[config.mk]
export PLATFORM = sky130hd
export DESIGN_NAME = vga_sync_decoder_flat
export DESIGN_NICKNAME = d
export VERILOG_FILES = /design/src/rtl/vga_sync_decoder_if.sv /design/src/rtl/vga_sync_decoder.sv /design/src/flat_wrapper.sv
export SDC_FILE = /design/constraint.sdc
export NUM_CORES = 1
export LEC_CHECK = 0
export BUFFER_PORTS_ARGS = -buffer_cell sky130_fd_sc_hd__buf_2
export CORE_MARGIN = 2
export CORE_UTILIZATION = 50
export DETAILED_ROUTE_END_ITERATION = 12
export PLACE_DENSITY_LB_ADDON = 0.12
export SLEW_MARGIN = 5
export SYNTH_ARGS = -nofsm -noshare
export SYNTH_HDL_FRONTEND = slang
export SYNTH_SLANG_ARGS = --single-unit
[constraint.sdc]
create_clock -name i_clk -period 2.3 [get_ports i_clk]
set_clock_uncertainty 0.15 [all_clocks]
set_input_delay 0.23 -clock i_clk [delete_from_list [all_inputs] [get_ports i_clk]]
set_output_delay 0.23 -clock i_clk [all_outputs]
set_load 0.005 [all_outputs]
[src/rtl/vga_sync_decoder_if.sv]
// Sync input pair plus recovered position/lock outputs of the VGA sync decoder.
// The decoder side takes the slave modport; the sync source / observer takes master.
interface vga_sync_decoder_if;
  logic       i_hsync;
  logic       i_vsync;
  logic       o_hsync;
  logic       o_vsync;
  logic [9:0] o_col;
  logic [9:0] o_row;
  logic       o_active;
  logic       o_frame_start;
  logic       o_locked;
  logic [7:0] o_err_count;

  modport slave (
    input  i_hsync, i_vsync,
    output o_hsync, o_vsync, o_col, o_row, o_active,
           o_frame_start, o_locked, o_err_count
  );

  modport master (
    output i_hsync, i_vsync,
    input  o_hsync, o_vsync, o_col, o_row, o_active,
           o_frame_start, o_locked, o_err_count
  );
endinterface

[src/rtl/vga_sync_decoder.sv]
// Receive-side VGA timing recovery: rebuilds column/row from hsync/vsync,
// validates line and frame lengths and tracks lock over consecutive good frames.
module vga_sync_decoder #(
  parameter int unsigned TOTAL_COLS       = 800,
  parameter int unsigned TOTAL_ROWS       = 525,
  parameter int unsigned ACTIVE_COLS      = 640,
  parameter int unsigned ACTIVE_ROWS      = 480,
  parameter int unsigned H_ACTIVE_START   = 144,
  parameter int unsigned V_ACTIVE_START   = 35,
  parameter bit          SYNC_ACTIVE_HIGH = 1'b0,
  parameter int unsigned LOCK_FRAMES      = 2
) (
  input  logic               i_clk,
  input  logic               i_reset_n,
  vga_sync_decoder_if.slave  bus
);

  localparam logic [9:0] COL_LAST = 10'(TOTAL_COLS - 1);
  localparam logic [9:0] ROW_LAST = 10'(TOTAL_ROWS - 1);
  localparam logic [9:0] H_LO     = 10'(H_ACTIVE_START);
  localparam logic [9:0] H_HI     = 10'(H_ACTIVE_START + ACTIVE_COLS);
  localparam logic [9:0] V_LO     = 10'(V_ACTIVE_START);
  localparam logic [9:0] V_HI     = 10'(V_ACTIVE_START + ACTIVE_ROWS);
  localparam logic [3:0] LOCK_N   = 4'(LOCK_FRAMES);
  localparam logic       SYNC_OFF = ~SYNC_ACTIVE_HIGH;

  typedef enum logic [1:0] {SEARCH, CHECK, LOCKED} lock_state_t;

  function automatic logic [9:0] sat_inc10(input logic [9:0] x);
    return (x == 10'h3FF) ? x : x + 10'd1;
  endfunction

  function automatic logic [7:0] sat_inc8(input logic [7:0] x);
    return (x == 8'hFF) ? x : x + 8'd1;
  endfunction

  logic        h_p0, h_p1, v_p0, v_p1;
  logic        h_edge, v_edge, frame_start;
  logic        line_viol, frame_viol, viol;
  logic [9:0]  col_p2, row_p2;
  logic        arm_p2, fs_p2;
  lock_state_t state_p2, state_d;
  logic [3:0]  good_p2, good_d;
  logic [7:0]  err_p2, err_d;
  logic        locked;

  // Stage 0/1: input capture and previous-value history, parked deasserted in reset
  always_ff @(posedge i_clk or negedge i_reset_n) begin
    if (!i_reset_n) begin
      h_p0 <= SYNC_OFF;
      h_p1 <= SYNC_OFF;
      v_p0 <= SYNC_OFF;
      v_p1 <= SYNC_OFF;
    end else begin
      h_p0 <= bus.i_hsync;
      h_p1 <= h_p0;
      v_p0 <= bus.i_vsync;
      v_p1 <= v_p0;
    end
  end

  assign h_edge      = (h_p0 == SYNC_ACTIVE_HIGH) && (h_p1 != SYNC_ACTIVE_HIGH);
  assign v_edge      = (v_p0 == SYNC_ACTIVE_HIGH) && (v_p1 != SYNC_ACTIVE_HIGH);
  assign frame_start = h_edge && (arm_p2 || v_edge);

  // A missing hsync is flagged on the cycle the column would reach TOTAL_COLS.
  assign line_viol  = h_edge ? (col_p2 != COL_LAST) : (col_p2 == COL_LAST);
  assign frame_viol = frame_start ? (row_p2 != ROW_LAST)
                                  : (h_edge && (row_p2 == ROW_LAST));
  assign viol       = line_viol || frame_viol;

  // Stage 2: position counters, vertical arming and lock state
  always_ff @(posedge i_clk or negedge i_reset_n) begin
    if (!i_reset_n) begin
      col_p2   <= '0;
      row_p2   <= '0;
      arm_p2   <= 1'b0;
      fs_p2    <= 1'b0;
      state_p2 <= SEARCH;
      good_p2  <= '0;
      err_p2   <= '0;
    end else begin
      col_p2   <= h_edge ? 10'd0 : sat_inc10(col_p2);
      if (frame_start)
        row_p2 <= 10'd0;
      else if (h_edge)
        row_p2 <= sat_inc10(row_p2);
      if (frame_start)
        arm_p2 <= 1'b0;
      else if (v_edge)
        arm_p2 <= 1'b1;
      fs_p2    <= frame_start;
      state_p2 <= state_d;
      good_p2  <= good_d;
      err_p2   <= err_d;
    end
  end

  always_comb begin
    state_d = state_p2;
    good_d  = good_p2;
    err_d   = err_p2;
    case (state_p2)
      SEARCH: begin
        if (frame_start) begin
          state_d = CHECK;
          good_d  = '0;
        end
      end
      CHECK: begin
        if (viol) begin
          state_d = SEARCH;
        end else if (frame_start) begin
          good_d = good_p2 + 4'd1;
          if (good_p2 + 4'd1 == LOCK_N)
            state_d = LOCKED;
        end
      end
      LOCKED: begin
        if (viol) begin
          err_d   = sat_inc8(err_p2);
          state_d = SEARCH;
        end
      end
      default: state_d = SEARCH;
    endcase
  end

  assign locked            = (state_p2 == LOCKED);
  assign bus.o_hsync       = h_p1;
  assign bus.o_vsync       = v_p1;
  assign bus.o_col         = col_p2;
  assign bus.o_row         = row_p2;
  assign bus.o_frame_start = fs_p2;
  assign bus.o_locked      = locked;
  assign bus.o_err_count   = err_p2;
  assign bus.o_active      = locked && (col_p2 >= H_LO) && (col_p2 < H_HI) &&
                             (row_p2 >= V_LO) && (row_p2 < V_HI);

endmodule
[src/flat_wrapper.sv]
// flat-port wrapper written by rule: the top's interface ports become plain ports
module vga_sync_decoder_flat 
#(
  parameter int unsigned TOTAL_COLS       = 800,
  parameter int unsigned TOTAL_ROWS       = 525,
  parameter int unsigned ACTIVE_COLS      = 640,
  parameter int unsigned ACTIVE_ROWS      = 480,
  parameter int unsigned H_ACTIVE_START   = 144,
  parameter int unsigned V_ACTIVE_START   = 35,
  parameter bit          SYNC_ACTIVE_HIGH = 1'b0,
  parameter int unsigned LOCK_FRAMES      = 2
)
  (i_clk, i_reset_n, bus_i_hsync, bus_i_vsync, bus_o_hsync, bus_o_vsync, bus_o_col, bus_o_row, bus_o_active, bus_o_frame_start, bus_o_locked, bus_o_err_count);
  vga_sync_decoder_if bus_i ();
  input  logic i_clk;
  input  logic i_reset_n;
  input wire logic [$bits(bus_i.i_hsync)-1:0] bus_i_hsync;
  input wire logic [$bits(bus_i.i_vsync)-1:0] bus_i_vsync;
  output wire logic [$bits(bus_i.o_hsync)-1:0] bus_o_hsync;
  output wire logic [$bits(bus_i.o_vsync)-1:0] bus_o_vsync;
  output wire logic [$bits(bus_i.o_col)-1:0] bus_o_col;
  output wire logic [$bits(bus_i.o_row)-1:0] bus_o_row;
  output wire logic [$bits(bus_i.o_active)-1:0] bus_o_active;
  output wire logic [$bits(bus_i.o_frame_start)-1:0] bus_o_frame_start;
  output wire logic [$bits(bus_i.o_locked)-1:0] bus_o_locked;
  output wire logic [$bits(bus_i.o_err_count)-1:0] bus_o_err_count;
  assign bus_i.i_hsync = bus_i_hsync;
  assign bus_i.i_vsync = bus_i_vsync;
  assign bus_o_hsync = bus_i.o_hsync;
  assign bus_o_vsync = bus_i.o_vsync;
  assign bus_o_col = bus_i.o_col;
  assign bus_o_row = bus_i.o_row;
  assign bus_o_active = bus_i.o_active;
  assign bus_o_frame_start = bus_i.o_frame_start;
  assign bus_o_locked = bus_i.o_locked;
  assign bus_o_err_count = bus_i.o_err_count;
  vga_sync_decoder #(.TOTAL_COLS(TOTAL_COLS), .TOTAL_ROWS(TOTAL_ROWS), .ACTIVE_COLS(ACTIVE_COLS), .ACTIVE_ROWS(ACTIVE_ROWS), .H_ACTIVE_START(H_ACTIVE_START), .V_ACTIVE_START(V_ACTIVE_START), .SYNC_ACTIVE_HIGH(SYNC_ACTIVE_HIGH), .LOCK_FRAMES(LOCK_FRAMES)) u_core (.i_clk(i_clk), .i_reset_n(i_reset_n), .bus(bus_i));
endmodule
==> PnR_summary.wiki, run 1 <==
{| class="wikitable"
! Metric !! Value
|-
| Cell type group with the largest total delay on the critical path || compound AO/OA/AOI/OAI gates
|-
| Global-route wire length before repair || 7.58 mm
|-
| Maximum root-to-sink buffer count || 2
|-
| GPL Wtd Cong || 0.797
|-
| Part of the power in registers || 0.503
|-
| Switching power summed over all nets || 0.441 mW
|-
| Ordered list of cells on the worst path || ha_2 > or4_4 > o32a_1 > a2111oi_2 > buf_2
|-
| Shortest clock period the worst path allows after layout || 2390 ps
|-
| Critical path class || flop to primary output
|-
| Number of buffers inserted by port buffering || 36
|-
| Placed Instance Area || 2540 um2
|-
| Top-Level Pins || 37
|-
| Initial core utilization || 0.521
|-
| DRC violation count after routing || 0
|-
| Avg Inst Size Synth || 9.70 um2
|-
| Final worst path period share || 1.04
|-
| Antenna Cells || 0
|-
| Slew margin rel. || 0.415
|-
| Layout Area Growth over Synthesis || 33.0%
|-
| Number of maximum-capacitance constraint violations || 0
|-
| Setup repair after global routing missed its margin || true
|-
| DRC marker count from the first detailed-route iteration || 66
|-
| Worst path setup slack after routing || -85.8 ps
|-
| Power density over the cells || 575 nW/um2
|-
| Post-route standard cell area excluding fillers || 2770 um2
|-
| R2r endpoint || u_core.bus.o_err_count[5]
|-
| Worst hold slack after final layout || 224 ps
|-
| Clock Root Buffer || sky130_fd_sc_hd__clkbuf_8
|-
| Number of hold violations in the final report || 0
|-
| Final setup viols || 2
|-
| Clock transition at the register clock pins on the worst setup and hold paths after CTS || 80 ps
|-
| Part of the Yosys area used for sequential elements || 0.482
|-
| Distinct cells, synth || 40
|-
| Pin count of the biggest net entering global routing || 41
|-
| Total number of yosys warnings || 0
|-
| Worst ir drop on vdd || 0.457 mV
|-
| Most common flop cell mapped by yosys || sky130_fd_sc_hd__dfrtp_1
|-
| Combinational cell fraction of total power || 0.197
|-
| Part of the power in the clock network || 0.300
|-
| Vias after detailed routing || 1855
|-
| Core Box Area || 4000 um2
|-
| Count of mapped cells out of synthesis || 215
|-
| Routed wire per std cell || 13.9 um
|-
| Syn Std Cell Area || 2090 um2
|-
| Critical hold path startpoint || u_core.v_p0
|-
| Ratio of routed vias to standard cells || 5.41
|-
| Switch share || 0.276
|-
| Total buffers and inverters traversed by the critical path || 1
|-
| Post-synth ARST share || 1.00
|-
| Full die area || 4700 um2
|-
| Total design power || 1.60 mW
|-
| Number of enable-type register cells in the synthesized netlist || 0
|-
| Endpoint arrival time on the critical path || 2010 ps
|-
| Static leakage || 1.37 nW
|-
| Highest clock frequency the design can meet || 419 MHz
|-
| Initial antenna violation count || 0
|-
| Slew at the pin closest to its max-slew limit || 877 ps
|-
| Fin nets || 303
|-
| Net Count, Synth || 226
|-
| Count of cells along the worst register-to-register path || 10
|-
| Number of nets with antenna violations after routing || 0
|-
| CP peak stage delay || 420 ps
|-
| Internal power summed over all cells || 1.15 mW
|-
| Cell type of the slowest stage on the worst timing path || sky130_fd_sc_hd__or4_4
|-
| Fraction of final layout cells with drive strength greater than 1 || 0.345
|-
| Reg2Reg Setup Slack || -10 ps
|-
| Vias in the first global route || 1735
|-
| Overall overflow remaining after global route || 0
|-
| Result of the run || finished with violations
|-
| Die Wd || 68.6 um
|-
| Total routed wirelength || 4.75 mm
|-
| Worst Hold End || u_core.bus.o_vsync
|-
| Clock H-tree levels || 2
|-
| Reg-to-reg startpoint || u_core.bus.o_row[1]
|-
| Clock latency reported for the late side of the worst-skew pair || 290 ps
|-
| Vert. Die Dim || 68.6 um
|-
| Post-detail-place hpwl || 3.31 mm
|-
| Final Max Slew Viols || 0
|-
| Flip-flop and latch count after synthesis || 40
|-
| Crit. End Element || primary output
|-
| Number of buffers inserted during clock tree synthesis || 5
|-
| Failing checks || negative setup slack
|-
| Maximum fanout along the worst path || 3
|-
| GRT Overall Usage || 0.220
|-
| Clock tree from TritonCTS || built
|-
| Std cell rows || 23
|-
| Data required time at the worst endpoint || 1920 ps
|-
| Min-Delay Path Class || flop to flop
|-
| Number of cells on the worst hold path || 0
|-
| Detailed Routing Iterations Pass 1 || 4
|-
| Startpoint type of the worst setup path || flop
|-
| CTS Sinks || 40
|}
stage by stage:
| step | utilization | setup slack, ps | std cells | setup TNS (ps) |
|---|---|---|---|---|
| after floorplan | - | 107 | 215 | 0 |
| after global placement | 0.636 | -89.1 | 328 | -96.0 |
| after detailed placement | 0.636 | -58.4 | 328 | -360 |
| after CTS | 0.678 | -97.7 | 341 | -148 |
| after global routing | 0.693 | -172 | 343 | -1240 |
| final | 0.693 | -85.8 | 343 | -97.2 |
how the worst max path moves through the flow:
stage                     slack, ps  cells past startpoint                 to                 from
after floorplan                 110                      6  u_core.good_p2[3]  u_core.bus.o_row[7]
after global placement          -90                      5       bus_o_active  u_core.bus.o_row[0]
after detailed placement        -60                      5       bus_o_active  u_core.bus.o_row[0]
after CTS                      -100                      5       bus_o_active  u_core.bus.o_row[1]
after global routing           -170                      5       bus_o_active  u_core.bus.o_row[1]
final                           -90                      5       bus_o_active  u_core.bus.o_row[1]
cells by family (layout without fill, tap and decap cells):
logic type | after synthesis | count (layout) | share of synthesized area
simple gates | 102 | 102 | 0.260
flops | 40 | 40 | 0.482
compound gates | 25 | 25 | 0.0768
xor+xnor | 23 | 23 | 0.0966
buf+inv | 15 | 93 | 0.0276
fa+ha+maj | 7 | 7 | 0.0420
mux | 3 | 3 | 0.0150
power groups by stage:
| stage | clock network (mW) | logic (mW) | registers, mW |
|---|---|---|---|
| final | 0.478 | 0.315 | 0.803 |
| after detailed placement | 0 | 0.272 | 0.815 |
| after global placement | 0 | 0.268 | 0.814 |
| after global routing | 0.518 | 0.352 | 0.811 |
| after floorplan | 0 | 0.128 | 0.816 |
| after CTS | 0.495 | 0.297 | 0.801 |
flip-flops by register name (all words and copies together) (netlist names):
| register | flops |
|---|---|
| u_core.arm_p2 | 1 |
| u_core.bus.o_col | 10 |
| u_core.bus.o_err_count | 8 |
| u_core.bus.o_frame_start | 1 |
| u_core.bus.o_hsync | 1 |
| u_core.bus.o_row | 10 |
| u_core.bus.o_vsync | 1 |
| u_core.good_p2 | 4 |
| u_core.h_p0 | 1 |
| u_core.state_p2 | 2 |
| u_core.v_p0 | 1 |
cells in the final DEF (no fill, tap or decap), types with 4 or more instances in the layout:
cell type | synthesis | final
sky130_fd_sc_hd__xor2_1 | 12 | 11
sky130_fd_sc_hd__and2_1 | 4 | 4
sky130_fd_sc_hd__and3_1 | 7 | 7
sky130_fd_sc_hd__dfrtp_1 | 36 | 36
sky130_fd_sc_hd__nand3_1 | 21 | 17
sky130_fd_sc_hd__nand2_1 | 13 | 12
sky130_fd_sc_hd__nor3_1 | 5 | 5
sky130_fd_sc_hd__a31oi_1 | 4 | 4
sky130_fd_sc_hd__buf_4 | 0 | 34
sky130_fd_sc_hd__o21ai_0 | 6 | 6
sky130_fd_sc_hd__inv_1 | 11 | 9
sky130_fd_sc_hd__a21oi_1 | 6 | 4
sky130_fd_sc_hd__ha_1 | 7 | 5
sky130_fd_sc_hd__nor2_1 | 26 | 25
sky130_fd_sc_hd__nand2b_1 | 4 | 4
sky130_fd_sc_hd__buf_2 | 1 | 36
sky130_fd_sc_hd__dfstp_2 | 4 | 4
sky130_fd_sc_hd__nand3_2 | 0 | 4
sky130_fd_sc_hd__xnor2_1 | 11 | 11
sky130_fd_sc_hd__nand4_1 | 6 | 6
sky130_fd_sc_hd__clkbuf_8 | 0 | 6
per-layer routing:
metal | up-vias | track usage | part of all wire
met5 | - | 0 | 0
met4 | 0 | 0.100 | 0.015
met3 | 9 | 0.0471 | 0.035
met2 | 41 | 0.368 | 0.51
met1 | 897 | 0.271 | 0.44
li1 | 908 | - | -
Yosys cell counts, types with 2 or more instances:
cell | n | share of area
sky130_fd_sc_hd__nand4_1 | 6 | 0.018
sky130_fd_sc_hd__nor2b_1 | 2 | 0.0060
sky130_fd_sc_hd__xor2_1 | 12 | 0.050
sky130_fd_sc_hd__xnor2_1 | 11 | 0.046
sky130_fd_sc_hd__nand3_1 | 21 | 0.050
sky130_fd_sc_hd__or4_1 | 4 | 0.014
sky130_fd_sc_hd__a211oi_1 | 2 | 0.0072
sky130_fd_sc_hd__and2_1 | 4 | 0.012
sky130_fd_sc_hd__nand2_1 | 13 | 0.023
sky130_fd_sc_hd__nor4_1 | 2 | 0.0060
sky130_fd_sc_hd__a31oi_1 | 4 | 0.012
sky130_fd_sc_hd__nor3_1 | 5 | 0.012
sky130_fd_sc_hd__inv_1 | 11 | 0.020
sky130_fd_sc_hd__dfstp_2 | 4 | 0.050
sky130_fd_sc_hd__ha_1 | 7 | 0.042
sky130_fd_sc_hd__nand2b_1 | 4 | 0.012
sky130_fd_sc_hd__o21ai_0 | 6 | 0.014
sky130_fd_sc_hd__a21oi_1 | 6 | 0.014
sky130_fd_sc_hd__and3_1 | 7 | 0.021
sky130_fd_sc_hd__mux2i_1 | 2 | 0.0096
sky130_fd_sc_hd__clkbuf_1 | 3 | 0.0054
sky130_fd_sc_hd__dfrtp_1 | 36 | 0.43
sky130_fd_sc_hd__nor2_1 | 26 | 0.047
final cells by class:
class / count / area [um2]
Sequential cell: 40 / 1010
Clock buffer: 8 / 90.1
Timing Repair Buffer: 74 / 477
Inverter: 11 / 43.8
Multi-Input combinational cell: 160 / 1090
Fill cell: 325 / 1230
Tap cell: 50 / 62.6
worst register-to-register path, stage by stage (launching register included):
cell and delay [ps]:
sky130_fd_sc_hd__dfrtp_1 400, sky130_fd_sc_hd__buf_4 150, sky130_fd_sc_hd__inv_4 60, sky130_fd_sc_hd__ha_4 120, sky130_fd_sc_hd__nand4b_1 150, sky130_fd_sc_hd__nor4_4 320
sky130_fd_sc_hd__xor2_2 170, sky130_fd_sc_hd__a21oi_4 270, sky130_fd_sc_hd__buf_6 170, sky130_fd_sc_hd__nand4_1 100, sky130_fd_sc_hd__xnor2_1 140
repair_timing:
| item | 4_1_cts | 5_1_grt |
|---|---|---|
| buffers inserted | 2 | 2 |
| hold buffers | 3 | 0 |
| pin swaps | 2 | 10 |
| setup endpoints to repair | 9 | 12 |
| hold endpoints to repair | 38 | 0 |
| gates resized for setup | 8 | 12 |
No activity file was read; power rests on OpenSTA's default activity.
==> run 2, diff against run 1 <==
--- a/config.mk
+++ b/config.mk
@@ -5,10 +5,11 @@
 export SDC_FILE = /design/constraint.sdc
 export NUM_CORES = 1
 export LEC_CHECK = 0
-export BUFFER_PORTS_ARGS = -buffer_cell sky130_fd_sc_hd__buf_2
 export CORE_MARGIN = 2
-export CORE_UTILIZATION = 50
+export CORE_UTILIZATION = 56
 export DETAILED_ROUTE_END_ITERATION = 12
+export DONT_BUFFER_PORTS = 1
+export GPL_TIMING_DRIVEN = 0
 export PLACE_DENSITY_LB_ADDON = 0.12
 export SLEW_MARGIN = 5
 export SYNTH_ARGS = -nofsm -noshare
==> run 2 against run 1 <==
The run still ends with negative setup slack left. Routed wire length decreased by 3.1%. Sequential power increased by 2.7%. Cell count decreased by 19%. Clock power increased by 2%. Register-to-register slack got worse by 30 ps. Sequential share of layout area increased by 4.4 points. Die area decreased by 10%. Flip-flop and latch count unchanged. Utilization decreased by 0.75 points. Critical path depth decreased by 1. Critical path type unchanged. Largest power group unchanged.
==> PnR_summary.wiki, run 2 (same netlist as run 1, synthesis figures left out) <==
{| class="wikitable"
! Metric !! Value
|-
| Full die area || 4230 um2 (was 4700 um2)
|-
| Global-route wire length before repair || 7.48 mm (was 7.58 mm)
|-
| Core Box Area || 3630 um2 (was 4000 um2)
|-
| Post-route standard cell area excluding fillers || 2490 um2 (was 2770 um2)
|-
| Min-Delay Path Class || flop to flop (unchanged)
|-
| Commonest non-fill, non-tap cells in the layout || sky130_fd_sc_hd__dfrtp_1, sky130_fd_sc_hd__nor2_1, sky130_fd_sc_hd__nand3_1 (was sky130_fd_sc_hd__buf_2, sky130_fd_sc_hd__dfrtp_1, sky130_fd_sc_hd__buf_4)
|-
| Slew at the pin closest to its max-slew limit || 828 ps (was 877 ps)
|-
| Final setup viols || 5 (was 2)
|-
| Final Max Slew Viols || 0 (unchanged)
|-
| Cell type of the slowest stage on the worst timing path || sky130_fd_sc_hd__dfrtp_1 (was sky130_fd_sc_hd__or4_4)
|-
| Maximum fanout along the worst path || 4 (was 3)
|-
| DRC violation count after routing || 0 (unchanged)
|-
| Endpoint arrival time on the critical path || 1980 ps (was 2010 ps)
|-
| Pin count of the biggest net entering global routing || 41 (unchanged)
|-
| Cell type group with the largest total delay on the critical path || compound AO/OA/AOI/OAI gates (unchanged)
|-
| Initial core utilization || 0.574 (was 0.521)
|-
| Data required time at the worst endpoint || 1920 ps (about the same)
|-
| Placed Instance Area || 2150 um2 (was 2540 um2)
|-
| Antenna Cells || 0 (unchanged)
|-
| GRT Overall Usage || 0.233 (was 0.220)
|-
| GPL Wtd Cong || 0.880 (was 0.797)
|-
| Total buffers and inverters traversed by the critical path || 0 (was 1)
|-
| Setup repair after global routing missed its margin || true (unchanged)
|-
| Vias after detailed routing || 1645 (was 1855)
|-
| Crit. End Element || primary output (unchanged)
|-
| Filler instances || 294 (was 325)
|-
| Static leakage || 1.05 nW (was 1.37 nW)
|-
| CTS Sinks || 40 (unchanged)
|-
| Switch share || 0.287 (was 0.276)
|-
| Critical path class || flop to primary output (unchanged)
|-
| Ordered list of cells on the worst path || ha_2 > or4_4 > o32a_1 > a2111oi_4 (was ha_2 > or4_4 > o32a_1 > a2111oi_2 > buf_2)
|-
| Utilization after layout || 0.686 (was 0.693)
|-
| Number of cells in the design after placement || 263 (was 328)
|-
| Most frequent standard cell in the layout excluding fill and tap cells || sky130_fd_sc_hd__dfrtp_1
|-
| Top-Level Pins || 37 (unchanged)
|-
| Detailed Routing Iterations Pass 1 || 4 (unchanged)
|-
| Vias in the first global route || 1669 (was 1735)
|-
| CP peak stage delay || 430 ps (was 420 ps)
|-
| Fraction of final layout cells with drive strength greater than 1 || 0.221 (was 0.345)
|-
| Clock transition at the register clock pins on the worst setup and hold paths after CTS || 80 ps (about the same)
|-
| Power density over the cells || 608 nW/um2 (was 575 nW/um2)
|-
| Number of buffers inserted by port buffering || 0 (was 36)
|-
| Vert. Die Dim || 65.0 um (was 68.6 um)
|-
| Fin nets || 241 (was 303)
|-
| Routed wire per std cell || 16.5 um (was 13.9 um)
|-
| Layout Area Growth over Synthesis || 19.5% (was 33.0%)
|-
| Number of nets with antenna violations after routing || 0 (unchanged)
|-
| Cell Count, Final, Fillers Out || 279 (was 343)
|-
| Clock tree from TritonCTS || built (unchanged)
|-
| Total routed wirelength || 4.61 mm (was 4.75 mm)
|-
| Worst path setup slack after routing || -58.5 ps (was -85.8 ps)
|-
| Clock latency reported for the late side of the worst-skew pair || 300 ps (was 290 ps)
|-
| Maximum root-to-sink buffer count || 2 (unchanged)
|-
| Result of the run || finished with violations (unchanged)
|-
| Part of the power in registers || 0.544 (was 0.503)
|-
| Die Wd || 65.0 um (was 68.6 um)
|-
| Number of buffers inserted during clock tree synthesis || 5 (unchanged)
|-
| Number of maximum-capacitance constraint violations || 0 (unchanged)
|-
| Area taken by flip-flops and latches || 1010 um2 (about the same)
|-
| Std cell rows || 22 (was 23)
|-
| Worst ir drop on vdd || 0.500 mV (was 0.457 mV)
|-
| Switching power summed over all nets || 0.435 mW (was 0.441 mW)
|-
| Internal power summed over all cells || 1.08 mW (was 1.15 mW)
|-
| DRC marker count from the first detailed-route iteration || 109 (was 66)
|-
| Final worst path period share || 1.03 (was 1.04)
|-
| Highest clock frequency the design can meet || 424 MHz (was 419 MHz)
|-
| Initial antenna violation count || 0 (unchanged)
|-
| Combinational cell fraction of total power || 0.133 (was 0.197)
|-
| Part of the power in the clock network || 0.322 (was 0.300)
|-
| Reg2Reg Setup Slack || -40 ps (was -10 ps)
|-
| Slew margin rel. || 0.446 (was 0.415)
|-
| Startpoint type of the worst setup path || flop (unchanged)
|-
| Failing checks || negative setup slack (unchanged)
|-
| Clock H-tree levels || 2 (unchanged)
|-
| Number of hold violations in the final report || 0 (unchanged)
|-
| Overall overflow remaining after global route || 0 (unchanged)
|-
| Clock Root Buffer || sky130_fd_sc_hd__clkbuf_8 (unchanged)
|-
| Post-detail-place hpwl || 3.01 mm (was 3.31 mm)
|-
| Shortest clock period the worst path allows after layout || 2360 ps (was 2390 ps)
|-
| Ratio of routed vias to standard cells || 5.90 (was 5.41)
|-
| Footprint of the multi-input gates || 1170 um2 (was 1090 um2)
|}
[run 2: changes by cell type in the layout (fill, tap and decap cells not counted), moves of 3 or more]
cell	before	now
sky130_fd_sc_hd__buf_4	34	2
sky130_fd_sc_hd__buf_2	36	0
sky130_fd_sc_hd__xnor2_1	11	8
sky130_fd_sc_hd__xnor2_2	0	3
sky130_fd_sc_hd__dfrtp_2	0	6
sky130_fd_sc_hd__dfrtp_1	36	30
[run 2: power by group through the flow]
stage                     registers (mW)  logic (mW)  clock network [mW]
after global placement             0.828       0.146                   0
after floorplan                    0.816       0.128                   0
after global routing               0.835       0.231               0.528
final                              0.825       0.202               0.488
after detailed placement           0.832       0.155                   0
after CTS                          0.819       0.187               0.497
[run 2: worst register-to-register path: stages, from the launching register on]
cell	delay, ps
sky130_fd_sc_hd__dfrtp_2	460
sky130_fd_sc_hd__or3_4	420
sky130_fd_sc_hd__nor4_4	320
sky130_fd_sc_hd__xor2_2	160
sky130_fd_sc_hd__a21oi_2	260
sky130_fd_sc_hd__buf_6	160
sky130_fd_sc_hd__nand4_1	120
sky130_fd_sc_hd__xnor2_1	180
[run 2: path summary, 6_finish.rpt]
path	from	to	depth (start not counted)
setup / recovery	u_core.bus.o_row[1]	bus_o_active	4
hold / removal	u_core.v_p0	u_core.bus.o_vsync	0
setup reg to reg	u_core.bus.o_row[7]	u_core.bus.o_err_count[5]	7
hold reg to reg	u_core.v_p0	u_core.bus.o_vsync	0
max in group asynchronous	i_reset_n	u_core.h_p0	2
min in group asynchronous	i_reset_n	u_core.bus.o_row[3]	2
[run 2: what timing repair did]
action                                 4_1_cts  5_1_grt
resized for setup                           17       24
buffers inserted                             2        1
endpoints found under the hold margin       42        0
pin swaps                                    5        6
cloned                                       0        1
setup endpoints to repair                   13       20
hold buffers                                 4        0
[run 2: area by class of cell]
| cell class | count | area share |
|---|---|---|
| clock buffers | 7 | 0.0346 |
| inverters | 11 | 0.0166 |
| well taps | 48 | 0.0241 |
| plain buffers | 4 | 0.00904 |
| clock inverters | 1 | 0.00301 |
| multi-input cells | 160 | 0.471 |
| repair buffers | 8 | 0.0351 |
| flip-flops and latches | 40 | 0.407 |
[run 2: metrics by stage]
stage	setup WS, ps	hold slack (ps)	power [mW]	TNS [ps]
CTS	-24.0	219	1.50	-35.6
detailed placement	-146	-215	0.987	-1330
floorplan	107	-216	0.944	0
global route	-137	224	1.59	-1110
global placement	-136	-215	0.974	-823
finish	-58.5	217	1.51	-141
[run 2: routing by layer]
| layer | vias up | routed length (um) | track usage |
|---|---|---|---|
| li1 | 785 | - | - |
| met1 | 804 | 1880 | 0.269 |
| met5 | - | 0 | 0 |
| met4 | 0 | 85 | 0.141 |
| met3 | 8 | 306 | 0.0677 |
| met2 | 48 | 2340 | 0.383 |
